$ cat config.mk
export PLATFORM = sky130hd
export DESIGN_NAME = batcharger_adc_sched
export DESIGN_NICKNAME = d
export VERILOG_FILES = /design/src/rtl/batcharger_adc_sched.sv
export SDC_FILE = /design/constraint.sdc
export NUM_CORES = 1
export LEC_CHECK = 0
export ABC_AREA = 0
export CORE_MARGIN = 1.5
export CORE_UTILIZATION = 51
export DETAILED_ROUTE_END_ITERATION = 10
export GPL_TIMING_DRIVEN = 0
export PLACE_DENSITY = 0.88
export SETUP_SLACK_MARGIN = 0.1
export SLEW_MARGIN = 0
export SYNTH_ARGS = -nofsm -noshare
export SYNTH_HDL_FRONTEND = slang
export SYNTH_SLANG_ARGS = --single-unit
$ cat constraint.sdc
create_clock -name clk -period 1.9 [get_ports clk]
set_input_delay 0.19 -clock clk [delete_from_list [all_inputs] [get_ports clk]]
set_output_delay 0.19 -clock clk [all_outputs]
set_load 0.01 [all_outputs]
$ cat src/rtl/batcharger_adc_sched.sv
// batcharger_adc_sched
// Shares one 8-bit ADC between the battery voltage (V), current (I) and
// temperature (T) channels. The enabled channels are converted in round-robin
// order. Each result is held in its own register, and vtok reports that every
// enabled channel holds a fresh, fault-free result.
//
// Ports:
//   clk                    scheduler clock
//   rst                    asynchronous reset, active-high
//   en                     block enable; low -> IDLE, results invalidated, fault cleared
//   vmonen/imonen/tmonen   per-channel conversion requests
//   adc_sel                ADC input mux (00=V, 01=I, 10=T)
//   adc_start              one-cycle conversion start pulse
//   adc_done, adc_data     conversion-complete strobe and result
//   vbat/ibat/tbat         last result of each channel
//   vtok                   all enabled channels valid and no fault
//   adc_err                sticky conversion-timeout fault
module batcharger_adc_sched #(
  parameter int SETTLE_CYC  = 4,
  parameter int TIMEOUT_CYC = 64,
  parameter int CNT_W       = 8
) (
  input  logic       clk,
  input  logic       rst,
  input  logic       en,
  input  logic       vmonen,
  input  logic       imonen,
  input  logic       tmonen,
  output logic [1:0] adc_sel,
  output logic       adc_start,
  input  logic       adc_done,
  input  logic [7:0] adc_data,
  output logic [7:0] vbat,
  output logic [7:0] ibat,
  output logic [7:0] tbat,
  output logic       vtok,
  output logic       adc_err
);

  typedef enum logic [1:0] {
    ST_IDLE   = 2'd0,
    ST_SETTLE = 2'd1,
    ST_START  = 2'd2,
    ST_WAIT   = 2'd3
  } state_t;

  localparam logic [1:0] CH_V = 2'd0;
  localparam logic [1:0] CH_I = 2'd1;
  localparam logic [1:0] CH_T = 2'd2;

  localparam logic [CNT_W-1:0] SETTLE_LAST  = CNT_W'(SETTLE_CYC - 1);
  localparam logic [CNT_W-1:0] TIMEOUT_LAST = CNT_W'(TIMEOUT_CYC - 1);

  state_t           state;
  logic [1:0]       rr;
  logic [CNT_W-1:0] cnt;
  logic [2:0]       valid;

  logic [2:0] monen;
  logic [1:0] rr_p1;
  logic [1:0] rr_p2;
  logic [1:0] pick;
  logic [2:0] done_mask;

  assign monen = {tmonen, imonen, vmonen};

  // Channel that follows c in the V -> I -> T -> V ring.
  function automatic logic [1:0] next_ch(input logic [1:0] c);
    next_ch = (c == CH_T) ? CH_V : c + 2'd1;
  endfunction

  // First requested channel at or after the round-robin pointer.
  assign rr_p1 = next_ch(rr);
  assign rr_p2 = next_ch(rr_p1);

  always_comb begin
    pick = rr_p2;
    if (monen[rr])
      pick = rr;
    else if (monen[rr_p1])
      pick = rr_p1;
  end

  // Valid bit set by a completing conversion of the selected channel.
  assign done_mask = 3'b001 << adc_sel;

  always_ff @(posedge clk or posedge rst) begin
    if (rst) begin
      state     <= ST_IDLE;
      rr        <= CH_V;
      cnt       <= '0;
      adc_sel   <= CH_V;
      adc_start <= 1'b0;
      vbat      <= 8'h00;
      ibat      <= 8'h00;
      tbat      <= 8'h00;
      valid     <= 3'b000;
      adc_err   <= 1'b0;
    end else if (!en) begin
      // Abandon any conversion in flight; data registers keep their values.
      state     <= ST_IDLE;
      adc_start <= 1'b0;
      valid     <= 3'b000;
      adc_err   <= 1'b0;
    end else begin
      adc_start <= 1'b0;
      // A channel that is no longer requested loses its valid bit every cycle.
      valid     <= valid & monen;

      case (state)
        ST_IDLE: begin
          if (|monen) begin
            adc_sel <= pick;
            cnt     <= '0;
            state   <= ST_SETTLE;
          end
        end

        ST_SETTLE: begin
          if (cnt == SETTLE_LAST) begin
            adc_start <= 1'b1;
            state     <= ST_START;
          end else begin
            cnt <= cnt + CNT_W'(1);
          end
        end

        ST_START: begin
          cnt   <= '0;
          state <= ST_WAIT;
        end

        ST_WAIT: begin
          // A done arriving on the timeout cycle takes priority over the fault.
          if (adc_done) begin
            case (adc_sel)
              CH_V:    vbat <= adc_data;
              CH_I:    ibat <= adc_data;
              CH_T:    tbat <= adc_data;
              default: ;
            endcase
            // Data still lands for a channel dropped mid-conversion, but its
            // valid bit is masked off.
            valid <= (valid | done_mask) & monen;
            rr    <= next_ch(adc_sel);
            state <= ST_IDLE;
          end else if (cnt == TIMEOUT_LAST) begin
            adc_err <= 1'b1;
            valid   <= 3'b000;
            state   <= ST_IDLE;
          end else begin
            cnt <= cnt + CNT_W'(1);
          end
        end

        default: state <= ST_IDLE;
      endcase
    end
  end

  assign vtok = en & ~adc_err & (|monen)
              & (~vmonen | valid[0])
              & (~imonen | valid[1])
              & (~tmonen | valid[2]);

endmodule
# After elaboration in Yosys (flattened, before gate mapping)
# Index checks and enable logic that the tools add are counted.
# classes
addsub	4
order_cmp	2
eq_ne	19
shift	1
muxes	31
n_bitwise	15
n_reduce_logical	11
# ops
operator	count
8-bit 2-to-1 mux	4
8-bit one-hot mux with 4 select lines	1
2-bit 2-to-1 mux	10
3-bit 2-to-1 mux	4
3-bit AND reduction	4
4-bit AND reduction	3
2-bit equality test, second input constant	5
2-bit != test, second input constant	5
1-bit 2-to-1 mux	9
8-bit by 1-bit adder with 8-bit output, second input constant	1
8-bit by 2-bit equality test with 1-bit output, second input constant	1
8-bit by 6-bit equality test with 1-bit output, second input constant	1
2-bit one-hot mux with 4 select lines	1
2-bit by 1-bit adder with 2-bit output, second input constant	3
3-bit bitwise AND	2
2-bit by 3-bit < comparator with 1-bit output, second input constant	2
3-bit != test, second input constant	2
1-bit bitwise AND	5
5-bit AND reduction	1
1-bit binary-select mux with 2-bit select	2
2-bit by 1-bit equality test with 1-bit output, second input constant	2
2-bit zero test	2
2-bit by 1-bit != test with 1-bit output, second input constant	2
4-bit != test, second input constant	1
other kinds (5)	10
# word_totals
ff_bits	43
out_inout_bits	29

# Longest topological paths before layout
# Gate-level depths: netlist (run 1).
# logic_depth
word_depth	6
mapped_depth	6
depth_no_buf	6

# Worst setup path after synthesis (run 1)
# No wires, ideal clock.
# synth_timing
kind	register to register
startpoint	register state[0]
endpoint	register cnt[0]
setup_time_ns	0.127
arrival_ns	1.591
setup_slack_ns	0.181
path_stages_with_launch	6
path_buffers	1
period_less_slack_ns	1.719
cell_sequence	dfrtp_1 -> ha_1 -> buf_4 -> a221oi_4 -> nand3_2 -> mux2_1
# synth_between
elab_chain_cells	3
# synth_rtl
element	line_no	text
start, declared	54	state_t state;
start signal, assigned	89	state <= ST_IDLE;
start signal, assigned	101	state <= ST_IDLE;
start signal, assigned	115	state <= ST_SETTLE;
2-bit equality test (tied with other cells)	110	case (state)
2-bit != test (no line)	--	
5-bit AND reduction (no line)	--	
end signal, assigned	124	cnt <= cnt + CNT_W'(1);
end signal, assigned	152	cnt <= cnt + CNT_W'(1);
end, declared	56	logic [CNT_W-1:0] cnt;
# Parallel ways exist; a longest one is shown, timed or not.
# A chain may end at the register's enable or synchronous reset.

# Final worst setup path (run 1)
# layout_timing
startpoint	register state[0]
endpoint	register cnt[1]
# The elaborated chain is that of the path after synthesis.

==> key figures, run 1 <==
Run status
  – Outcome: completed

STA
  – Relative slew slack: 66.0%
  – Final Hold Fails: 0
  – Setup_tns: 0 ns
  – Period Utilization, post-route: 92.2%
  – Fin crit period: 1.75 ns
  – WHS: 0.131 ns
  – RSZ-0062 raised after global routing: true
  – Clock Skews: 0.00817 ns
  – FMAX: 0.571 GHz
  – Final Setup Violations: 0
  – Max Slew Vio Count: 0
  – Worst Tran Pin Value: 0.510 ns

Layout
  – Fillers: 262
  – Multi-input logic area: 1050 um2
  – P&R area growth vs syn: 36.0%
  – Nets: 265
  – ANT cells: 0
  – Commonest non-fill, non-tap cell in the layout: dfrtp_1
  – Layout cell share with drive strength beyond 1: 30.6%
  – Storage element area: 1080 um2
  – Commonest non-fill, non-tap cells in the layout: dfrtp_1, clkdlybuf4s50_1, mux2_2

Synthesis
  – Mean Syn Cell Area: 11.9 um2
  – Cells after Synth: 181
  – Post-synthesis cell type count: 48
  – Primary FF master, synth: dfrtp_1
  – Syn Nets: 202
  – Synth warn: 0
  – EDFF count, synth: 0
  – Cell area after synthesis: 2160 um2
  – Sequential area share after synthesis: 49.9%
  – Yosys reg bits: 43
  – FFs w/ async S/R, synth: 100%

Worst setup path
  – CP Capture Type: flop
  – Slowest CP cell: dfrtp_1
  – Arrival time at the worst endpoint: 1.94 ns
  – Family with the most delay on the worst path: simple AND/OR/NAND/NOR gates
  – CP Launch Type: flop
  – Crit path buf inv count: 2
  – Crit path largest cell delay: 0.41 ns
  – Max Fanout on Critical Path: 6
  – Worst-path cell chain: ha_2 > buf_8 > buf_12 > or2_2 > and2_1 > mux2_4
  – CP required: 2.09 ns
  – Crit Path Class: flop to flop

Power
  – Switching share of total power: 33.1%
  – Gate power share: 38.5%
  – Clk pwr share: 19.0%
  – Pleak: 1.33 nW
  – Max VDD drop: 0.847 mV
  – Sequential power share: 42.4%
  – PD cells: 1040 nW/um2
  – P_int: 2.05 mW
  – P_sw: 1.01 mW

Floorplan
  – Die ar.: 4630 um2
  – Initial core utilization: 53.5%
  – I/O pins: 44
  – Core ar.: 4030 um2
  – Die X: 68.0 um
  – FP Rows: 23
  – Die Ht: 68.0 um

GRT
  – Vias in the first global route: 1,554
  – M2 GR Usage: 36.0%
  – Maximum number of pins on one net before global-route repair: 34
  – Gr ovfl total: 0
  – Initial antenna violation count: 0
  – Met3 GRT Util: 4.93%
  – Total track usage: 21.8%
  – Most Crowded Layer GR: met2
  – First-pass GRT wire length: 7380 um
  – GRT met1 Usage: 27.1%

Route
  – Final WL: 5020 um
  – Detail Route Antenna Nets: 0
  – DR iter-0 viols: 115
  – DRC viols: 0
  – Vias per cell: 5.65
  – Wire per inst: 17.0 um
  – Via count: 1,666
  – DRT Pass-1 Iters: 4

Hold path
  – Hold Crit Class: primary input to asynchronous set/reset pin

Clock tree
  – CTS Buf Count: 5
  – Clock root cell: clkbuf_8
  – H-Tree Depth: 2
  – Clk sinks: 43
  – CTS tree: done
  – Worst-Skew Late Latency: 0.31 ns
  – Clock tree buffer depth: 2
  – CTS clk-pin slew, worst paths: 0.08 ns

Placement
  – DP Wirelength: 3300 um
  – PortBufs: 41
  – GPL Wtd Cong: 0.879

Run
  – Maxcap violations: 0
==> worst paths after layout <==
check | from | to | slack (ns) | depth (start not counted)
setup / recovery | state[0]$_DFFE_PP0P_ | cnt[1]$_DFFE_PP0P_ | 0.15 | 6
hold / removal | rst | adc_err$_DFFE_PP0P_ | 0.13 | 2
setup reg to reg | state[0]$_DFFE_PP0P_ | cnt[1]$_DFFE_PP0P_ | 0.15 | 6
hold reg to reg | vbat[6]$_DFFE_PP0P_ | vbat[6]$_DFFE_PP0P_ | 0.51 | 1
max in group asynchronous | rst | cnt[0]$_DFFE_PP0P_ | 1.30 | 3
min in group clk | en | adc_err$_DFFE_PP0P_ | 0.17 | 2
==> power groups by stage <==
| stage | sequential [mW] | clock [mW] | combinational (mW) |
|---|---|---|---|
| after global routing | 1.33 | 0.623 | 1.27 |
| final | 1.30 | 0.583 | 1.18 |
| after global placement | 1.28 | 0 | 1.01 |
| after detailed placement | 1.30 | 0 | 1.05 |
| after CTS | 1.28 | 0.591 | 1.09 |
| after floorplan | 1.35 | 0 | 0.514 |
==> logic make-up (layout without fill, tap and decap cells) <==
family	after synthesis	after routing	share of synthesized area, %
and+or+nand+nor	49	49	15.0
DFF	43	43	49.9
AOI/OAI and AO/OA	39	39	13.7
muxes	28	28	14.5
buffers and inverters	16	80	3.37
adders and majority gates	6	6	3.48
==> through the flow <==
step	total power [mW]	std cells	worst slack, ns	cell area (um2)	util (%)
global placement	2.29	272	-0.215	2630	65.2
detailed placement	2.35	273	-0.289	2650	65.7
finish	3.06	295	0.148	2930	72.8
floorplan	1.86	181	0.181	2160	-
CTS	2.96	288	0.102	2820	70.1
global route	3.22	295	0.0425	2930	72.8
==> area by class of cell <==
type                       count  share of cell area (%)
tap                           50                    2.13
sequential                    43                    36.7
clock buffer                   6                    2.48
clock inverter                 2                   0.427
inverter                      10                    1.28
multi-input combinational    122                    35.9
timing repair buffer          56                    19.5
buffer                         6                    1.45
==> cells in the mapped netlist (2+ instances only) <==
library cell | instances | area share (%)
a31oi_1 | 3 | 0.87
and2_1 | 3 | 0.87
nand3_1 | 7 | 1.6
mux2_2 | 24 | 13
clkbuf_1 | 2 | 0.35
buf_4 | 3 | 1.0
a211oi_1 | 3 | 1.0
a41oi_1 | 2 | 0.81
ha_1 | 6 | 3.5
inv_1 | 10 | 1.7
nand2_1 | 12 | 2.1
o21ai_0 | 9 | 2.1
a21oi_1 | 4 | 0.93
nor2b_1 | 3 | 0.87
nor2_1 | 8 | 1.4
nor3_2 | 2 | 0.93
a21o_1 | 3 | 1.0
mux2i_1 | 2 | 0.93
a31o_2 | 3 | 1.2
mux2_1 | 2 | 1.0
dfrtp_1 | 43 | 50
==> layer usage <==
layer  up-vias  part of all wire [%]
li1        785                     -
met1       832                    43
met2        40                    51
met3         9                   3.4
met4         0                   2.1
met5         -                     0
==> registers in the layout (all words and copies together) (netlist names) <==
name       cells
cnt            8
tbat           8
valid          3
rr             2
vbat           8
adc_err        1
adc_sel        2
ibat           8
adc_start      1
state          2
==> repair_timing <==
action | in CTS | in global routing
setup buffers | 7 | 7
endpoints found under the setup margin | 20 | 35
pin swaps | 3 | 3
resized for setup | 5 | 13
hold buffers | 0 | 0
No activity file was read; power rests on OpenSTA's default activity.
==> inputs of run 2 (changes only) <==
--- a/config.mk
+++ b/config.mk
@@ -11,6 +11,7 @@
 export DETAILED_ROUTE_END_ITERATION = 10
 export GPL_TIMING_DRIVEN = 0
 export PLACE_DENSITY = 0.88
+export REMOVE_ABC_BUFFERS = 1
 export SETUP_SLACK_MARGIN = 0.1
 export SLEW_MARGIN = 0
 export SYNTH_ARGS = -nofsm -noshare
==> run 2 against run 1 <==
Compared with the run above: clock skew hardly changed; total power is 2.8% higher; global-route usage is 1.1 points higher.
==> key figures, run 2 (same netlist as run 1, synthesis figures left out) <==
Clock tree
  – Clk sinks: 43 (unchanged)
  – Worst-Skew Late Latency: 0.30 ns (was 0.31 ns)
  – CTS Buf Count: 5 (unchanged)
  – Clock tree buffer depth: 2 (unchanged)
  – CTS tree: done (unchanged)
  – H-Tree Depth: 2 (unchanged)
  – Clock root cell: clkbuf_8 (unchanged)
  – CTS clk-pin slew, worst paths: 0.08 ns (about the same)

Power
  – Max VDD drop: 0.647 mV (was 0.847 mV)
  – Switching share of total power: 31.4% (was 33.1%)
  – Gate power share: 33.9% (was 38.5%)
  – PD cells: 1110 nW/um2 (was 1040 nW/um2)
  – Sequential power share: 42.2% (was 42.4%)
  – Clk pwr share: 23.8% (was 19.0%)
  – P_int: 2.16 mW (was 2.05 mW)
  – P_sw: 0.986 mW (was 1.01 mW)
  – Pleak: 1.27 nW (was 1.33 nW)
  – Total power: 3.14 mW (was 3.06 mW)

Hold path
  – Hold Path Cell Cnt: 3
  – Hold Crit Class: primary input to flop (was primary input to asynchronous set/reset pin)
  – HP Start: imonen
  – Worst hold endpoint: valid[1]$_DFF_PP0_

Worst setup path
  – CP Launch Type: flop (unchanged)
  – Worst Reg2Reg Path Length in Cells: 5 (was 6)
  – Arrival time at the worst endpoint: 1.93 ns (was 1.94 ns)
  – R2r setup slk: 0.16 ns (was 0.15 ns)
  – CP required: 2.09 ns (about the same)
  – FF-to-FF End: ibat[5]$_DFFE_PP0P_ (was cnt[1]$_DFFE_PP0P_)
  – Crit Path Class: flop to flop (unchanged)
  – CP Capture Type: flop (unchanged)
  – Worst r2r src: state[1]$_DFFE_PP0P_ (was state[0]$_DFFE_PP0P_)
  – Max Fanout on Critical Path: 10 (was 6)

Layout
  – Commonest non-fill, non-tap cell in the layout: dfrtp_1 (unchanged)
  – Post-route cell area: 2840 um2 (was 2930 um2)
  – Nets: 252 (was 265)
  – Fillers: 298 (was 262)
  – Multi-input logic area: 1040 um2 (was 1050 um2)
  – Layout cell share with drive strength beyond 1: 26.7% (was 30.6%)
  – Storage element area: 1080 um2 (unchanged)
  – Final Core Density: 70.5% (was 72.8%)
  – ANT cells: 0 (unchanged)
  – P&R area growth vs syn: 31.7% (was 36.0%)
  – Commonest non-fill, non-tap cells in the layout: dfrtp_1, clkdlybuf4s50_1, mux2_2 (unchanged)

STA
  – FMAX: 0.576 GHz (was 0.571 GHz)
  – Period Utilization, post-route: 91.4% (was 92.2%)
  – Max Slew Vio Count: 0 (unchanged)
  – Fin crit period: 1.74 ns (was 1.75 ns)
  – Final Hold Fails: 0 (unchanged)
  – Worst Tran Pin Value: 0.884 ns (was 0.510 ns)
  – Relative slew slack: 41.0% (was 66.0%)
  – WHS: 0.249 ns (was 0.131 ns)
  – Clock Skews: 0.00834 ns (was 0.00817 ns)
  – Post-route setup slack: 0.163 ns (was 0.148 ns)
  – Final Setup Violations: 0 (unchanged)
  – RSZ-0062 raised after global routing: true (unchanged)

Route
  – Via count: 1,649 (was 1,666)
  – DR iter-0 viols: 166 (was 115)
  – DRC viols: 0 (unchanged)
  – Vias per cell: 5.85 (was 5.65)
  – Wire per inst: 18.0 um (was 17.0 um)
  – DRT Pass-1 Iters: 6 (was 4)
  – Detail Route Antenna Nets: 0 (unchanged)
  – Final WL: 5080 um (was 5020 um)

Placement
  – PortBufs: 43 (was 41)
  – Dpl ws: -0.313 ns (was -0.289 ns)
  – DP Wirelength: 3390 um (was 3300 um)
  – Area after DPL: 2610 um2 (was 2650 um2)
  – GPL Wtd Cong: 0.823 (was 0.879)

GRT
  – Gr ovfl total: 0 (unchanged)
  – Initial antenna violation count: 0 (unchanged)
  – First-pass GRT wire length: 7800 um (was 7380 um)
  – Vias in the first global route: 1,604 (was 1,554)
  – Total track usage: 23.0% (was 21.8%)
  – Maximum number of pins on one net before global-route repair: 44 (was 34)

Floorplan
  – Die Ht: 68.0 um (unchanged)
  – Core ar.: 4030 um2 (unchanged)
  – Die X: 68.0 um (unchanged)
  – Initial core utilization: 53.5% (unchanged)
  – FP Rows: 23 (unchanged)
  – I/O pins: 44 (unchanged)
  – Die ar.: 4630 um2 (unchanged)

Run
  – Maxcap violations: 0 (unchanged)

Run status
  – Outcome: completed (unchanged)
==> run 2: worst max-delay path by stage <==
stage	from	to	depth (start not counted)
finish	state[1]$_DFFE_PP0P_	ibat[5]$_DFFE_PP0P_	5
global route	state[1]$_DFFE_PP0P_	ibat[6]$_DFFE_PP0P_	5
CTS	vmonen	vtok	5
detailed placement	en	vtok	4
global placement	en	cnt[1]$_DFFE_PP0P_	5
floorplan	state[0]$_DFFE_PP0P_	ibat[0]$_DFFE_PP0P_	4
==> run 2: layer usage <==
layer | wire, um | track usage, % | vias to the layer above
met5 | 0 | 0 | -
met4 | 75 | 8.75 | 0
met3 | 191 | 5.10 | 8
met2 | 2660 | 39.4 | 47
met1 | 2150 | 28.1 | 832
li1 | - | - | 762
==> run 2: per-stage QoR <==
stage / std cells / setup TNS [ns]
after floorplan: 175 / 0
after global routing: 282 / 0
after detailed placement: 268 / -5.91
final: 282 / 0
after global placement: 268 / -10.63
after CTS: 281 / 0
==> run 2: final cells by class <==
class,instances,area share [%]
sequential,43,37.9
multi-input combinational,122,36.8
timing repair buffer,49,17.6
clock buffer,6,2.91
tap,50,2.20
inverter,10,1.32
clock inverter,2,1.23
==> run 2: timing repair <==
item,in CTS,in global routing
setup buffers,5,1
hold buffers,0,0
pin swaps,3,1
endpoints found under the setup margin,35,30
gates resized for setup,9,10
==> run 2: power groups by stage <==
stage | registers (mW) | logic (mW) | clock network, mW
2_1_floorplan | 1.37 | 0.478 | 0
3_3_place_gp | 1.31 | 0.976 | 0
3_5_place_dp | 1.32 | 1.01 | 0
4_1_cts | 1.31 | 1.06 | 0.754
5_1_grt | 1.35 | 1.16 | 0.792
6_report | 1.33 | 1.07 | 0.749
==> run 2: worst max-delay path, cell delays in order (launching register included) <==
cell     delay (ns)
dfrtp_1        0.44
ha_4           0.27
nand3_4        0.16
nor3b_4        0.26
buf_12         0.16
mux2_2         0.34
